[src/rtl/hamming74_serial_tx.sv]
// Hamming(7,4) encoder with a parallel codeword output and a position-1-first serializer.
// Define HAMM_SECDED_EN to build the extended Hamming(8,4) variant with an overall parity bit at position 8.
module hamming74_serial_tx #(
   parameter int unsigned BIT_PERIOD = 1,
   parameter int unsigned CNT_W      = 8
) (
   input  logic       clk,
   input  logic       rst,
   input  logic [3:0] data_in,
   input  logic       in_valid,
   output logic       in_ready,
`ifdef HAMM_SECDED_EN
   output logic [1:8] code_out,
`else
   output logic [1:7] code_out,
`endif
   output logic       code_valid,
   output logic       ser_out,
   output logic       ser_valid,
   output logic       ser_first,
   output logic       ser_last
);

`ifdef HAMM_SECDED_EN
   localparam int unsigned CODE_W = 8;
`else
   localparam int unsigned CODE_W = 7;
`endif
   localparam int unsigned        POS_W    = 4;
   localparam logic [CNT_W-1:0]   LAST_CNT = CNT_W'(BIT_PERIOD - 1);
   localparam logic [POS_W-1:0]   LAST_POS = POS_W'(CODE_W);
   localparam logic [POS_W-1:0]   ONE_POS  = POS_W'(1);
   localparam logic [CNT_W-1:0]   ONE_CNT  = CNT_W'(1);

   typedef enum logic {IDLE, SHIFT} state_t;

   state_t             state;
   logic [POS_W-1:0]   pos;
   logic [CNT_W-1:0]   cnt;
   logic [1:CODE_W]    shreg;

   logic [1:CODE_W]    word_c;
   logic               accept_c;
   logic               bit_end_c;
   logic [POS_W-1:0]   pos_inc_c;
   logic [CNT_W-1:0]   cnt_inc_c;

   // Even-parity encode; index of the result is the Hamming bit position.
   function automatic logic [1:CODE_W] encode(input logic [3:0] d);
      logic [1:CODE_W] w;
      w    = '0;
      w[3] = d[0];
      w[5] = d[1];
      w[6] = d[2];
      w[7] = d[3];
      w[1] = d[0] ^ d[1] ^ d[3];
      w[2] = d[0] ^ d[2] ^ d[3];
      w[4] = d[1] ^ d[2] ^ d[3];
`ifdef HAMM_SECDED_EN
      w[8] = ^w[1:7];
`endif
      return w;
   endfunction

   assign word_c    = encode(data_in);
   assign accept_c  = in_valid & in_ready;
   assign bit_end_c = (cnt == LAST_CNT);
   assign pos_inc_c = pos + ONE_POS;
   assign cnt_inc_c = cnt + ONE_CNT;

   // Frame FSM; shreg holds the not-yet-sent positions with the next one at index 1.
   always_ff @(posedge clk or posedge rst) begin
      if (rst) begin
         state      <= IDLE;
         pos        <= '0;
         cnt        <= '0;
         shreg      <= '0;
         in_ready   <= 1'b0;
         code_out   <= '0;
         code_valid <= 1'b0;
         ser_out    <= 1'b0;
         ser_valid  <= 1'b0;
         ser_first  <= 1'b0;
         ser_last   <= 1'b0;
      end else begin
         code_valid <= 1'b0;
         if (accept_c) begin
            state      <= SHIFT;
            pos        <= ONE_POS;
            cnt        <= '0;
            code_out   <= word_c;
            code_valid <= 1'b1;
            shreg      <= word_c << 1;
            ser_out    <= word_c[1];
            ser_valid  <= 1'b1;
            ser_first  <= 1'b1;
            ser_last   <= 1'b0;
            in_ready   <= 1'b0;
         end else if (state == IDLE) begin
            pos       <= '0;
            cnt       <= '0;
            in_ready  <= 1'b1;
            ser_out   <= 1'b0;
            ser_valid <= 1'b0;
            ser_first <= 1'b0;
            ser_last  <= 1'b0;
         end else if (bit_end_c) begin
            cnt <= '0;
            if (pos == LAST_POS) begin
               // No back-to-back accept in the final cycle: frame ends.
               state     <= IDLE;
               pos       <= '0;
               in_ready  <= 1'b1;
               ser_out   <= 1'b0;
               ser_valid <= 1'b0;
               ser_first <= 1'b0;
               ser_last  <= 1'b0;
            end else begin
               pos       <= pos_inc_c;
               shreg     <= shreg << 1;
               ser_out   <= shreg[1];
               ser_first <= 1'b0;
               ser_last  <= (pos_inc_c == LAST_POS);
               in_ready  <= (pos_inc_c == LAST_POS) && (LAST_CNT == '0);
            end
         end else begin
            cnt      <= cnt_inc_c;
            in_ready <= (pos == LAST_POS) && (cnt_inc_c == LAST_CNT);
         end
      end
   end

endmodule

[config.mk]
export PLATFORM = sky130hd
export DESIGN_NAME = hamming74_serial_tx
export DESIGN_NICKNAME = d
export VERILOG_FILES = /design/src/rtl/hamming74_serial_tx.sv
export SDC_FILE = /design/constraint.sdc
export NUM_CORES = 1
export LEC_CHECK = 0
export CAP_MARGIN = 10
export CORE_ASPECT_RATIO = 1.4
export CORE_MARGIN = 10
export CORE_UTILIZATION = 50
export CTS_CLUSTER_DIAMETER = 100
export CTS_CLUSTER_SIZE = 28
export DETAILED_ROUTE_END_ITERATION = 10
export GPL_TIMING_DRIVEN = 0
export HOLD_SLACK_MARGIN = 0.06
export PLACE_DENSITY = 0.73
export SYNTH_ARGS = -nofsm -noshare
export SYNTH_HDL_FRONTEND = slang
export SYNTH_SLANG_ARGS = --single-unit
[constraint.sdc]
create_clock -name clk -period 2.01 [get_ports clk]
set_clock_uncertainty 0.15 [all_clocks]
set_input_delay 0.5025 -clock clk [delete_from_list [all_inputs] [get_ports clk]]
set_output_delay 0.5025 -clock clk [all_outputs]
set_load 0.1 [all_outputs]
==> flow_metrics.env, run 1 <==
export IMPL_timing_worst_slew_pin_value_ns=0.557
export IMPL_nets=190
export IMPL_detailedRoute_firstIterationViolations=97
export IMPL_cts_hold_repair_buffers=0
export IMPL_multi_input_comb_area_um2=683
export IMPL_synth_avg_cell_area_um2=9.98
export IMPL_seq_area_frac_synth=0.528
export IMPL_yosys_warnings=0
export IMPL_cp_startpoint="cnt[7]"
export IMPL_timing_reg2reg_setup_slack_ns=0.1
export IMPL_static_leakage_power_uw=0.000891
export IMPL_post_synth_inst_count=152
export IMPL_layout_drive_gt1_share=0.190
export IMPL_detailed_place_area_um2=1760
export IMPL_slew_limit_headroom=0.630
export IMPL_tritoncts_clock_tree="yes"
export IMPL_design_core_area_um2=2880
export IMPL_detail_route_wl_per_cell_um=15.6
export IMPL_count_of_flip_flops_with_a_built_in_enable_after_synthesis=0
export IMPL_post_synth_main_area_contributors="sky130_fd_sc_hd__dfrtp_1, sky130_fd_sc_hd__nand2_1, sky130_fd_sc_hd__xnor2_1, sky130_fd_sc_hd__nor2_1, sky130_fd_sc_hd__ha_1"
export IMPL_regToRegStartpoint="cnt[7]"
export IMPL_detailed_place_hpwl_mm=2.51
export IMPL_distinct_cell_type_count_of_the_synthesized_netlist=38
export IMPL_tritoncts_sink_count=32
export IMPL_clk_transition_reported_paths_ns=0.07
export IMPL_number_of_global_route_vias_before_repair=1290
export IMPL_first_pass_detailed_route_iteration_total=4
export IMPL_cpMaxStageDelayCell="sky130_fd_sc_hd__dfrtp_1"
export IMPL_power_per_cell_area_nw_per_um2=1590
export IMPL_critical_path_max_stage_delay_ns=0.43
export IMPL_antennaDiodeCount=0
export IMPL_fin_cells=216
export IMPL_vias=1197
export IMPL_placement_rows=23
export IMPL_min_delay_path_class="flip-flop to flip-flop"
export IMPL_numPlacedInstances=208
export IMPL_endpoint="shreg[3]"
export IMPL_drtAntennaViolNets=0
export IMPL_start_kind="flip-flop"
export IMPL_critical_path_required_ns=2.04
export IMPL_dieHeight_um=85.2
export IMPL_worst_setup_path_end_kind="flip-flop"
export IMPL_place_congestion=0.785
export IMPL_path_max_fanout=7
export IMPL_rsz0062_at_grt="true"
export IMPL_final_seq_area_um2=803
export IMPL_cap_violations=0
export IMPL_fp_dieW_um=66.6
export IMPL_floorplan_initialDensity=0.527
export IMPL_finish_utilization=0.665
export IMPL_htree_num_levels=2
export IMPL_synth_top_cell_area_share=0.528
export IMPL_io_pins=20
export IMPL_wirelength_mm=3.37
export IMPL_outcome="finished clean"
export IMPL_die_area_um2=5670
export IMPL_async_flop_share=1.00
export IMPL_final_common_cell="sky130_fd_sc_hd__dfrtp_1"
export IMPL_worstSetupPathType="flip-flop to flip-flop"
export IMPL_grt_total_usage=0.133
export IMPL_synth_area_leader_cell="sky130_fd_sc_hd__dfrtp_1"
export IMPL_number_of_fill_cells_in_the_layout=232
export IMPL_io_buffer_count=19
export IMPL_slew_violations=0
export IMPL_synth_seq_cells=32
export IMPL_finalHoldViolCount=0
export IMPL_timing_critical_path_cells="nor4_4, and3_1, buf_2, nand2_1, a311o_1"
export IMPL_layout_min_cycle_time_ns=1.91
export IMPL_overflow=0
export IMPL_clk_path_buf_depth=2
export IMPL_maximum_number_of_pins_on_one_net_before_global_route_repair=33
export IMPL_grt_pass1_wl_mm=5.95
export IMPL_finalCritPeriodShare=0.950
export IMPL_area_delta_synth_final_pct=26.1
export IMPL_hold_ws_ns=0.326
export IMPL_yosys_most_used_dff="sky130_fd_sc_hd__dfrtp_1"
export IMPL_syn_num_nets=163
export IMPL_critical_path_arrival_ns=1.94
export IMPL_rr_worst_depth=5
export IMPL_setup_viol=0
export IMPL_antenna_found_initial=0
export IMPL_irDropWorstVdd_v=0.00123
export IMPL_tritoncts_num_buffers=5
export IMPL_timing_fmax_mhz=524
export IMPL_mostFrequentLayoutCells="sky130_fd_sc_hd__dfrtp_1, sky130_fd_sc_hd__nand2_1, sky130_fd_sc_hd__nor2_1"
export IMPL_totalPowerFinal_uw=3050
export IMPL_fin_area_um2=1910
export IMPL_cts_root_buffer="sky130_fd_sc_hd__clkbuf_8"
export IMPL_synthesized_cell_area_um2=1520
export IMPL_clock_latency_on_the_worst_skew_pair_ns=0.29
export IMPL_vias_per_cell=5.54
export IMPL_timing_rr_end="shreg[3]"
export IMPL_cts_setup_buffers=0
export IMPL_route_detailed_drc=0
metal layers:
metal  wire length, um  track usage  part of all wire  up-vias
met1              1320        0.136              0.39      582
met2              1830        0.229              0.54       22
li1                  -            -                 -      587
met3               177       0.0579             0.052        6
met4                48       0.0516             0.014        0
met5                 0            0                 0        -
kinds of logic after synthesis:
group | synth area share
flip-flops | 0.528
XOR/XNOR | 0.0692
buffers and inverters | 0.0313
AND/OR/NAND/NOR | 0.217
adder cells (fa/ha/maj) | 0.0330
AO/OA/AOI/OAI | 0.122
per-stage QoR:
stage	worst slack, ns	TNS, ns
2_1_floorplan	0.0853	0
3_3_place_gp	-0.351	-9.42
3_5_place_dp	-0.380	-11.25
4_1_cts	0.00761	0
5_1_grt	-0.000949	-0.00125
6_report	0.0998	0
how the worst min path moves through the flow:
stage / from / endpoint / slack (ns) / cells past startpoint
after floorplan: cnt[0] / cnt[0] / 0.30 / 1
after global placement: code_out[6] / code_out[6] / 0.31 / 2
after detailed placement: code_out[6] / code_out[6] / 0.32 / 2
after CTS: code_out[6] / code_out[6] / 0.33 / 2
after global routing: code_out[6] / code_out[6] / 0.36 / 2
final: code_out[6] / code_out[6] / 0.33 / 2
flip-flops by register name (all words and copies together), names as in the netlist:
| signal | flops |
|---|---|
| cnt | 8 |
| code_out | 7 |
| code_valid | 1 |
| in_ready | 1 |
| pos | 4 |
| ser_first | 1 |
| ser_last | 1 |
| ser_out | 1 |
| ser_valid | 1 |
| shreg | 6 |
| state | 1 |
critical path: cells and delay by family, from the launching register on:
family                 cells  cell delay, ns
buffers and inverters      1            0.17
AO/OA/AOI/OAI              1            0.35
flip-flops                 1            0.43
AND/OR/NAND/NOR            3            0.70
synth_stat cells, drive strengths merged (2+ instances only):
cell,n
a21o,3
a21oi,2
a311o,2
and2,2
and3,2
buf,4
dfrtp,32
ha,4
inv,6
nand2,27
nand3,6
nand4,3
nor2,15
nor2b,3
nor3,4
o211ai,4
o21ai,2
o311ai,2
or3,2
xnor2,7
xor2,5
report_power, final:
group          internal (uW)  total (uW)  switching, uW
Combinational            388        1540           1150
Sequential               841         967            126
Clock                    305         538            234
what timing repair did:
action / CTS / global route
pin swaps: 0 / 1
gates resized for setup: 41 / 8
endpoints found under the setup margin: 24 / 24
endpoints found under the hold margin: 0 / 0
layout make-up:
class | count | share of cell area
buffer | 5 | 0.0124
clock buffer | 7 | 0.0503
inverter | 7 | 0.0144
multi-input combinational | 108 | 0.357
sequential | 32 | 0.420
tap | 37 | 0.0242
timing repair buffer | 20 | 0.122
(Power assumes the default switching activity.)
==> run 2, diff against run 1 <==
CORE_ASPECT_RATIO = not set   (was 1.4)
==> run 2 against run 1 <==
Against the previous run:
- clock power down 27%
- via count up 0.25%
- critical path depth down 4
- combinational power about the same
- register-to-register slack better by 0.05 ns
- utilization up 0.40 points
- sequential power down 0.8%
- largest cell class unchanged
==> flow_metrics.env, run 2 (synthesis results as in run 1) <==
export IMPL_final_common_cell="sky130_fd_sc_hd__dfrtp_1"
export IMPL_largest_register_ff_count=8
export IMPL_rsz0062_at_grt="false"
export IMPL_area_delta_synth_final_pct=24.7
export IMPL_placement_rows=19
export IMPL_grt_util_met2=0.180
export IMPL_layout_min_cycle_time_ns=1.95
export IMPL_min_delay_path_class="input pin to asynchronous set/reset pin"
export IMPL_place_congestion=0.800
export IMPL_numPlacedInstances=202
export IMPL_fin_cells=214
export IMPL_slew_limit_headroom=0.634
export IMPL_outcome="finished clean"
export IMPL_worstSetupPathType="flip-flop to output pin"
export IMPL_route_detailed_drc=0
export IMPL_vias_per_cell=5.61
export IMPL_detailedRoute_firstIterationViolations=100
export IMPL_grt_total_usage=0.124
export IMPL_timing_worst_slew_pin_value_ns=0.551
export IMPL_grt_pass1_wl_mm=5.29
export IMPL_largest_register="cnt"
export IMPL_tritoncts_clock_tree="yes"
export IMPL_cts_hold_repair_buffers=0
export IMPL_critical_path_max_stage_delay_ns=0.56
export IMPL_antennaDiodeCount=0
export IMPL_timing_fmax_mhz=513
export IMPL_htree_num_levels=2
export IMPL_wirelength_mm=3.19
export IMPL_setup_viol=0
export IMPL_design_core_area_um2=2830
export IMPL_clk_path_buf_depth=2
export IMPL_start_kind="flip-flop"
export IMPL_number_of_global_route_vias_before_repair=1195
export IMPL_detailed_place_hpwl_mm=2.31
export IMPL_gr_max_usage_layer="met2"
export IMPL_detail_route_wl_per_cell_um=14.9
export IMPL_critical_path_required_ns=1.36
export IMPL_cap_violations=0
export IMPL_io_pins=20
export IMPL_nets=193
export IMPL_power_per_cell_area_nw_per_um2=1540
export IMPL_static_leakage_power_uw=0.000874
export IMPL_cpMaxStageDelayCell="sky130_fd_sc_hd__clkdlybuf4s15_2"
export IMPL_timing_setup_tns_ns=0
export IMPL_vias=1200
export IMPL_worst_setup_path_end_kind="output pin"
export IMPL_tritoncts_num_buffers=5
export IMPL_clk_transition_reported_paths_ns=0.10
export IMPL_finalHoldViolCount=0
export IMPL_mostFrequentLayoutCells="sky130_fd_sc_hd__dfrtp_1, sky130_fd_sc_hd__nand2_1, sky130_fd_sc_hd__nor2_1"
export IMPL_clock_latency_on_the_worst_skew_pair_ns=0.35
export IMPL_io_buffer_count=19
export IMPL_die_area_um2=5640
export IMPL_cts_root_buffer="sky130_fd_sc_hd__clkbuf_4"
export IMPL_dieHeight_um=75.1
export IMPL_postLayoutSetupSlackWorst_ns=0.0615
export IMPL_critical_path_arrival_ns=1.30
export IMPL_layout_drive_gt1_share=0.186
export IMPL_fp_dieW_um=75.1
export IMPL_globalRouteMet3Util=0.0486
export IMPL_place_worst_setup_slack_ns=-0.326
export IMPL_detailed_place_area_um2=1750
export IMPL_finalCritPeriodShare=0.969
export IMPL_path_max_fanout=2
export IMPL_gr_usage_met1=0.145
export IMPL_overflow=0
export IMPL_fin_area_um2=1890
export IMPL_drtAntennaViolNets=0
export IMPL_largestRegisters="cnt (8), code_out (7), shreg (6)"
export IMPL_maximum_number_of_pins_on_one_net_before_global_route_repair=33
export IMPL_first_pass_detailed_route_iteration_total=4
export IMPL_floorplan_initialDensity=0.536
export IMPL_slew_violations=0
export IMPL_irDropWorstVdd_v=0.00138
export IMPL_tritoncts_sink_count=32
export IMPL_timing_critical_path_cells="clkdlybuf4s15_2"
export IMPL_antenna_found_initial=0
export IMPL_cp_buffers_inverters=1
export IMPL_critical_path_top_delay_family="buffers and inverters"
-- run 2: cell count changes in the layout (fill, tap and decap cells not counted), moves of 2 or more --
| cell | delta |
|---|---|
| sky130_fd_sc_hd__clkbuf_4 | +5 |
| sky130_fd_sc_hd__clkbuf_8 | -6 |
| sky130_fd_sc_hd__clkinvlp_4 | +2 |
| sky130_fd_sc_hd__buf_4 | +3 |
-- run 2: final timing paths --
path / start / to / slack, ns / depth (start not counted)
setup reg to reg: cnt[3] / shreg[1] / 0.15 / 5
hold / removal: rst / cnt[0] / 0.27 / 2
max in group asynchronous: rst / in_ready / 0.98 / 3
min in group clk: code_out[5] / code_out[5] / 0.34 / 2
setup / recovery: ser_out / ser_out / 0.06 / 1
hold reg to reg: code_out[5] / code_out[5] / 0.34 / 2
-- run 2: layer usage --
layer | vias up | wire length [um]
met1 | 564 | 1410
met5 | - | 0
met4 | 0 | 104
met3 | 10 | 236
li1 | 592 | -
met2 | 34 | 1440
-- run 2: timing repair --
item	in CTS	in global routing
endpoints found under the setup margin	13	20
resized for setup	39	6
setup buffers	0	3
endpoints found under the hold margin	0	0
-- run 2: worst reg2reg max path, stage by stage (launching register included) --
cell and delay, ns:
sky130_fd_sc_hd__dfrtp_1 0.46, sky130_fd_sc_hd__nor4_4 0.33, sky130_fd_sc_hd__and3_1 0.19, sky130_fd_sc_hd__buf_2 0.18, sky130_fd_sc_hd__nand2_1 0.09, sky130_fd_sc_hd__a311o_1 0.35
-- run 2: per-stage QoR --
step	hold slack [ns]	power, uW	util
floorplan	0.305	2150	-
global route	0.288	3080	0.669
detailed placement	0.315	2540	0.618
finish	0.274	2920	0.669
CTS	0.345	2900	0.646
global placement	0.309	2500	0.618
-- run 2: layout make-up --
class | count | area, um2
buffer | 5 | 22.5
timing repair buffer | 23 | 256
tap | 31 | 38.8
multi-input combinational | 108 | 681
sequential | 32 | 802
clock buffer | 7 | 55.1
inverter | 7 | 30.0
clock inverter | 1 | 7.51
fill | 217 | 936
-- run 2: power by group --
group | switching [uW] | total, uW | internal (uW) | leakage (uW)
Combinational | 1170 | 1570 | 403 | 0.000427
Clock | 222 | 393 | 171 | 0.0000315
Sequential | 121 | 959 | 838 | 0.000416
Total | 1510 | 2920 | 1410 | 0.000874
